File: src/rtl/motor_ramp_driver.sv
// rtl/motor_ramp_driver.sv - multi-channel slew-limited PWM H-bridge driver with reverse braking
module motor_ramp_driver #(
    parameter int CLK_HZ        = 100_000_000,
    parameter int PWM_HZ        = 25_000,
    parameter int DUTY_W        = 10,
    parameter int CH            = 2,
    parameter int RAMP_STEP     = 8,
    parameter int BRAKE_PERIODS = 4
) (
    input  logic                 clk,
    input  logic                 rst,
    input  logic                 estop,
    input  logic [CH-1:0]        tgt_dir,
    input  logic [CH*DUTY_W-1:0] tgt_duty,
    output logic [2*CH-1:0]      in,
    output logic [CH-1:0]        pwm,
    output logic [CH-1:0]        busy,
    output logic [CH*DUTY_W-1:0] cur_duty,
    output logic                 period_tick
);

    localparam int CNT_MAX = CLK_HZ / PWM_HZ;
    localparam int CNT_W   = $clog2(CNT_MAX);
    localparam int PW      = CNT_W + DUTY_W + 1;
    localparam int BRK_W   = $clog2(BRAKE_PERIODS + 1);

    localparam logic [1:0] S_IDLE  = 2'd0;
    localparam logic [1:0] S_RUN   = 2'd1;
    localparam logic [1:0] S_DECEL = 2'd2;
    localparam logic [1:0] S_COAST = 2'd3;

    logic [CNT_W-1:0] cnt;

    // period_tick is registered, so it is raised one count early to line up with cnt==CNT_MAX-1
    always_ff @(posedge clk or posedge rst) begin
        if (rst) begin
            cnt         <= '0;
            period_tick <= 1'b0;
        end else begin
            cnt         <= (cnt == CNT_W'(CNT_MAX - 1)) ? '0 : cnt + CNT_W'(1);
            period_tick <= (cnt == CNT_W'(CNT_MAX - 2));
        end
    end

    // One slew-limited step of cur toward g; the extra bit keeps the difference from wrapping
    function automatic logic [DUTY_W-1:0] ramp_to(input logic [DUTY_W-1:0] cur,
                                                  input logic [DUTY_W-1:0] g);
        logic [DUTY_W:0] c;
        logic [DUTY_W:0] t;
        logic [DUTY_W:0] s;
        c = {1'b0, cur};
        t = {1'b0, g};
        s = (DUTY_W+1)'(RAMP_STEP);
        if (t >= c) begin
            return ((t - c) <= s) ? g : DUTY_W'(c + s);
        end else begin
            return ((c - t) <= s) ? g : DUTY_W'(c - s);
        end
    endfunction

    for (genvar i = 0; i < CH; i++) begin : g_ch
        logic [1:0]        state;
        logic [1:0]        state_nxt;
        logic              dir_q;
        logic              dir_nxt;
        logic [DUTY_W-1:0] cur;
        logic [DUTY_W-1:0] cur_nxt;
        logic [DUTY_W-1:0] tgt;
        logic [BRK_W-1:0]  brake_cnt;
        logic [BRK_W-1:0]  brake_nxt;
        logic [PW-1:0]     thr;
        logic [1:0]        drive;
        logic [1:0]        in_q;
        logic              pwm_q;

        assign tgt = tgt_duty[i*DUTY_W +: DUTY_W];
        assign thr = (PW'(CNT_MAX) * PW'(cur)) >> DUTY_W;

        always_comb begin
            state_nxt = state;
            dir_nxt   = dir_q;
            cur_nxt   = cur;
            brake_nxt = brake_cnt;
            if (estop) begin
                state_nxt = S_IDLE;
                cur_nxt   = '0;
                brake_nxt = '0;
            end else if (period_tick) begin
                case (state)
                    S_IDLE: begin
                        if (tgt != '0) begin
                            dir_nxt   = tgt_dir[i];
                            state_nxt = S_RUN;
                        end
                    end
                    S_RUN: begin
                        // A reversal request wins over tracking the target at this tick
                        if (tgt_dir[i] != dir_q) begin
                            cur_nxt   = ramp_to(cur, '0);
                            state_nxt = S_DECEL;
                        end else begin
                            cur_nxt = ramp_to(cur, tgt);
                            if (tgt == '0 && cur_nxt == '0) begin
                                state_nxt = S_IDLE;
                            end
                        end
                    end
                    S_DECEL: begin
                        cur_nxt = ramp_to(cur, '0);
                        if (cur_nxt == '0) begin
                            state_nxt = S_COAST;
                            brake_nxt = BRK_W'(BRAKE_PERIODS);
                        end
                    end
                    default: begin
                        brake_nxt = brake_cnt - BRK_W'(1);
                        if (brake_cnt <= BRK_W'(1)) begin
                            state_nxt = S_IDLE;
                        end
                    end
                endcase
            end
        end

        always_comb begin
            drive = 2'b00;
            if (state_nxt == S_RUN || state_nxt == S_DECEL) begin
                drive = dir_nxt ? 2'b10 : 2'b01;
            end
        end

        always_ff @(posedge clk or posedge rst) begin
            if (rst) begin
                state     <= S_IDLE;
                dir_q     <= 1'b1;
                cur       <= '0;
                brake_cnt <= '0;
                in_q      <= 2'b00;
                pwm_q     <= 1'b0;
            end else begin
                state     <= state_nxt;
                dir_q     <= dir_nxt;
                cur       <= cur_nxt;
                brake_cnt <= brake_nxt;
                in_q      <= drive;
                pwm_q     <= !estop && (PW'(cnt) < thr);
            end
        end

        assign in[2*i +: 2]              = in_q;
        assign pwm[i]                    = pwm_q;
        assign busy[i]                   = (state != S_IDLE);
        assign cur_duty[i*DUTY_W +: DUTY_W] = cur;
    end

endmodule
File: config.mk
export PLATFORM = sky130hd
export DESIGN_NAME = motor_ramp_driver
export DESIGN_NICKNAME = d
export VERILOG_FILES = /design/src/rtl/motor_ramp_driver.sv
export SDC_FILE = /design/constraint.sdc
export NUM_CORES = 1
export LEC_CHECK = 0
export BUFFER_PORTS_ARGS = -buffer_cell sky130_fd_sc_hd__buf_2
export CAP_MARGIN = 20
export CORE_MARGIN = 2
export CORE_UTILIZATION = 40
export CTS_CLUSTER_DIAMETER = 60
export DETAILED_ROUTE_END_ITERATION = 6
export PLACE_DENSITY = 0.67
export REMOVE_ABC_BUFFERS = 1
export SLEW_MARGIN = 20
export SYNTH_ARGS = -nofsm -noshare
export SYNTH_HDL_FRONTEND = slang
export SYNTH_SLANG_ARGS = --single-unit
File: constraint.sdc
create_clock -name clk -period 5.36 [get_ports clk]
set_input_delay 0.804 -clock clk [delete_from_list [all_inputs] [get_ports clk]]
set_output_delay 0.804 -clock clk [all_outputs]
set_load 0.02 [all_outputs]
Yosys cells after proc, flatten, opt, wreduce, memory -nomap -nowiden

Cells that the tools add are included.
W data, S select, Z words.

Bits in registers: 51
Logic and storage cells: 160
Input bits: 25
Output and inout port bits: 29

Multiply operators: 2
Magnitude comparators: 16
Reductions and logical operators: 28
Mux-type cells: 71
Add/subtract/negate cells: 13
Equal/unequal tests: 16

Operator list:

| operator                | count |
|---|---|
| $mux W10                | 32 |
| $le A11 B4 Y1 const B   | 6 |
| $logic_not A10 Y1       | 6 |
| $sub A10 B10 Y11        | 4 |
| $pmux W10 S2            | 2 |
| $mux W2                 | 18 |
| $mul A7 B10 Y17 const A | 2 |
| $eq A12 B12 Y1 const B  | 2 |
| $lt A12 B12 Y1          | 2 |
| $sub A1 B10 Y11 const A | 2 |
| $add A10 B4 Y10 const B | 2 |
| $ge A1 B10 Y1 const A   | 2 |
| $ge A10 B10 Y1          | 2 |
| $le A10 B4 Y1 const B   | 2 |
| $reduce_bool A10 Y1     | 2 |
| $sub A10 B4 Y10 const B | 2 |
| $mux W3                 | 6 |
| $add A12 B1 Y12 const B | 1 |
| $mux W12                | 1 |
| $pmux W2 S3             | 2 |
| $pmux W3 S2             | 2 |
| $eq A2 B1 Y1 const B    | 4 |
| $eq A2 B2 Y1 const B    | 4 |
| $mux W1                 | 8 |
| 14 further kinds        | 30 |

Logic depth before layout (Yosys ltp)

Depth after elaboration: 18
Depth in mapped cells: 24

Worst setup path after synthesis

No wires, ideal clock.

Path kind: register to register
Start: register g_ch[0].cur[3]
End: register g_ch[0].pwm_q
Slack: -0.220 ns
Buffers on the path: 0
Clock period less this slack: 5.580 ns
Cell stages (with the launch flop): 22
Required time: 5.265 ns
Arrival: 5.484 ns
Path through: dfrtp_1 > inv_1 > ha_1 > fa_1 > inv_1 > fa_1 > inv_1 > fa_1 > ha_1 > a21oi_1 > o21bai_1 > a21oi_1 > nor2b_1 > o41a_1 > a21o_1 > a21oi_1 > xor2_1 > ha_1 > or4_1 > a21oi_1 > o21ai_0 > o31ai_1

Cells in the longest elaborated chain, start to end: 3

Ends and longest elaborated chain:

| element                | RTL line | RTL |
|---|---|---|
| from (decl)            | 66       | `logic [DUTY_W-1:0] cur;` |
| from (signal assigned) | 143      | `cur <= cur_nxt;` |
| $mul A7 B10 Y17        | 77       | `assign thr = (PW'(CNT_MAX) * PW'(cur)) >> DUTY_W;` |
| $lt A12 B12 Y1         | 146      | `pwm_q <= !estop && (PW'(cnt) < thr);` |
| $logic_and A1 B1 Y1    | 146      |  |
| to (signal assigned)   | 146      |  |
| to (decl)              | 74       | `logic pwm_q;` |

No other way between the ends.
A chain may end at the register's enable or synchronous reset.

Worst setup path after layout

Start: register g_ch[0].cur[1]
End: register g_ch[0].pwm_q

The elaborated chain is that of the path after synthesis.

==> results_dict.tcl <==
set metrics [dict create \
    globalRoute.totalOverflow 0 \
    totalWireLength_um 25000 \
    htree_levels 2 \
    hpwlAfterDp_um 20000 \
    drcViolationCount 0 \
    crit_top_cell "fa_1" \
    crit_slowest_cell "fa_1" \
    tritoncts "built" \
    clock_latency_ns 0.31 \
    start_util 0.410 \
    grt_pass1_wl_um 41200 \
    synth-seq-cells 51 \
    worstPathArrival_ns 5.45 \
    hold_slack_ns 0.523 \
    syn-mean-instance-area_um2 8.60 \
    synth_flop_cell "dfrtp_1" \
    clkPwrFrac 0.383 \
    drtIter0Drc 632 \
    dp_cells 1499 \
    p_switching_mw 0.294 \
    gr-usage-met1 0.273 \
    synthArstFlopShare 1.00 \
    drv_cap 0 \
    seq_area_frac_synth 0.132 \
    fin_crit_sh 0.977 \
    outcome "finished clean" \
    path_cells "fa_1 > fa_1 > inv_1 > fa_1 > inv_1 > fa_1 > ha_4 > a21oi_4 > o21bai_4 > a21oi_2 > nor2b_2 > o41a_1 > a21o_1 > a21oi_2 > xor2_1 > ha_1 > or4_4 > a21oi_2 > o21ai_1 > o31ai_1" \
    ys_warn_count 0 \
    port_buffers 53 \
    postSynthCellCount 1126 \
    synth_area_um2 9680 \
    start_kind "register" \
    final_cells 1515 \
    grt_use_met2 0.315 \
    pwr-share-comb 0.201 \
    crit_fanout 4 \
    synth_edf_count 0 \
    grt_pass1_vias 8137 \
    cp_data_required_time_ns 5.58 \
    antenna_found_initial 0 \
    clkTransAtPathRegs_ns 0.08 \
    worst_slew_pin_slew_ns 1.00 \
    wl_per_cell_um 16.5 \
    p_leak_nw 5.36 \
    crit_type "reg2reg" \
    first_pass_iters 5 \
    top_usage_layer "met2" \
    track_usage 0.195 \
    power_density_nw_per_um2 85.7 \
    relSlewSlack 0.322 \
    place_congestion 0.970 \
    swShare 0.318 \
    insertedDiodeCount 0 \
    finalSetupViolCount 0 \
    period_needed_ns 5.24 \
    grt_max_degree 52 \
    slew_violations 0 \
    ff_latch_area_um2 1290 \
    hold_viol 0 \
    vias_per_cell 5.66 \
    fp.dieH_um 160 \
    met3_usage 0.0221 \
    row_count 56 \
    p_seq_frac 0.416 \
    num_vias 8579 \
    ant_nets 0 \
    critPathTopFamily "adder cells" \
    dieArea_um2 25500 \
    cts_sinks 51 \
    rsz0062_at_grt "true" \
    hold_path.class "reg2reg" \
    synthToLayoutAreaGrowth_pct 11.4 \
    final_layout_size_suffix_gt1_frac 0.142 \
    num-nets-final 1448 \
    cts_hold_buf 0 \
    fillers 2298 \
    internal_power_mw 0.630 \
    die_w_um 160 \
    multi_input_area_um2 7890 \
    vdd_drop_max_uv 94.4 \
    synth_cell_types 94 \
    core_um2 23600 \
    critPathBufInv 2 \
    clock_path_buffers 2 \
    max_stage_delay_ns 0.55 \
    maxClockFrequency_ghz 0.191 \
    worst_setup_path_end_kind "register" \
    finalPower_mw 0.924 \
    cts_buffers 5 \
    cts-root-buf "clkbuf_16" \
    finClkSkew_ns 0.00740 \
    io_pins 54 \
]
==> power groups by stage <==
stage,clock (mW),sequential (mW),combinational (mW)
floorplan,0,0.392,0.129
global placement,0,0.392,0.179
detailed placement,0,0.392,0.182
CTS,0.365,0.384,0.183
global route,0.377,0.384,0.204
finish,0.354,0.384,0.186
==> routing by layer <==
layer | vias up | wire [um]
met3 | 40 | 1140
met2 | 223 | 11600
li1 | 4157 | -
met1 | 4159 | 11700
met4 | 0 | 577
met5 | - | 0
==> worst register-to-register path, cell delays in order (launching register included) <==
cell and delay [ns]:
dfrtp_2 0.44, fa_1 0.54, fa_1 0.55, inv_1 0.05, fa_1 0.47, inv_1 0.05
fa_1 0.51, ha_4 0.22, a21oi_4 0.18, o21bai_4 0.09, a21oi_2 0.18, nor2b_2 0.06
o41a_1 0.41, a21o_1 0.23, a21oi_2 0.16, xor2_1 0.08, ha_1 0.19, or4_4 0.48
a21oi_2 0.11, o21ai_1 0.07, o31ai_1 0.06
==> path summary, 6_finish.rpt <==
kind,start,to,slack [ns],depth (start not counted)
worst min-delay path,g_ch[0].brake_cnt[1]$_DFFE_PP0P_,g_ch[0].brake_cnt[1]$_DFFE_PP0P_,0.52,2
max in group asynchronous,rst,g_ch[0].cur[1]$_DFFE_PP0P_,4.15,3
worst max-delay path,g_ch[0].cur[1]$_DFFE_PP0P_,g_ch[0].pwm_q$_DFF_PP0_,0.12,20
min in group asynchronous,rst,g_ch[1].in_q[0]$_DFF_PP0_,0.68,3
worst max register to register,g_ch[0].cur[1]$_DFFE_PP0P_,g_ch[0].pwm_q$_DFF_PP0_,0.12,20
worst min register to register,g_ch[0].brake_cnt[1]$_DFFE_PP0P_,g_ch[0].brake_cnt[1]$_DFFE_PP0P_,0.52,2
==> cells in the mapped netlist (5+ instances only) <==
master    count  area share
nand4_1      13      0.0084
mux2i_1       7      0.0072
dfrtp_1      49        0.13
o21a_1       10      0.0078
o211ai_1     11      0.0085
nor2_1       78       0.030
o21bai_1      6      0.0047
xor2_1       26       0.024
fa_1         58        0.12
nand2_1      64       0.025
nand2b_1     12      0.0078
mux2_2        5      0.0058
nor4_1       11      0.0071
o21ai_0      42       0.022
a31oi_1      12      0.0078
a21oi_1      65       0.034
buf_4         5      0.0039
nor3_1       23       0.012
and2_1        8      0.0052
nor2b_1      17       0.011
o21ai_1       8      0.0041
a21o_1       11      0.0085
a211oi_1     14       0.011
o22ai_1       5      0.0032
xnor2_1      45       0.041
a22o_1        9      0.0081
buf_2         8      0.0041
and3_1       12      0.0078
nand3_1      35       0.018
ha_1        170        0.22
clkbuf_1     15      0.0058
a22oi_1       8      0.0062
or3_1         9      0.0058
o211a_1       6      0.0062
a21boi_0      6      0.0047
nand4b_1      7      0.0063
inv_1       123       0.048
o31ai_1       8      0.0062
or2_2         6      0.0039
==> placed cells by master (no fill, tap or decap), drive strengths merged, types with 13 or more instances in the layout <==
master  Yosys  final
a211oi     15     15
a21oi      69     69
a31oi      14     14
and3       13     13
buf        17     94
dfrtp      49     49
fa         58     58
ha        170    170
inv       123    124
nand2      64     64
nand3      36     36
nand4      13     13
nor2       79     79
nor2b      17     17
nor3       23     23
o21ai      51     51
xnor2      45     45
xor2       26     26
==> logic make-up (layout without fill, tap and decap cells) <==
logic type | Yosys count | in the layout | share of synthesized area
fa+ha+maj | 228 | 228 | 0.340
simple gates | 327 | 327 | 0.178
xor+xnor | 71 | 71 | 0.0642
flops | 51 | 51 | 0.132
mux | 12 | 12 | 0.0130
compound gates | 282 | 282 | 0.208
buf+inv | 155 | 225 | 0.0654
==> what timing repair did <==
item,4_1_cts,5_1_grt
endpoints found under the setup margin,1,2
pin swaps,1,31
resized for setup,3,34
buffers inserted,0,8
==> cell type report <==
cell class | count | share of cell area
Inverter | 123 | 0.0428
Multi-Input combinational cell | 920 | 0.732
Clock buffer | 5 | 0.0116
Clock inverter | 3 | 0.00255
Sequential cell | 51 | 0.119
Tap cell | 319 | 0.0370
Timing Repair Buffer | 94 | 0.0550
==> state kept, by name, summed over array words and instances (netlist names) <==
name,cells
g_ch.cur,20
cnt,12
g_ch.brake_cnt,6
g_ch.in_q,4
g_ch.state,4
g_ch.dir_q,2
g_ch.pwm_q,2
period_tick,1
==> per-stage QoR <==
step           utilization  area (um2)  worst slack [ns]  TNS, ns
6_report             0.457       10800             0.121        0
5_1_grt              0.457       10800            -0.147   -0.188
4_1_cts              0.449       10600            0.0203        0
3_5_place_dp         0.442       10400           -0.0686  -0.0686
3_3_place_gp         0.442       10400            0.0342        0
2_1_floorplan            -        9510            -0.220   -0.292
(Power assumes the default switching activity.)
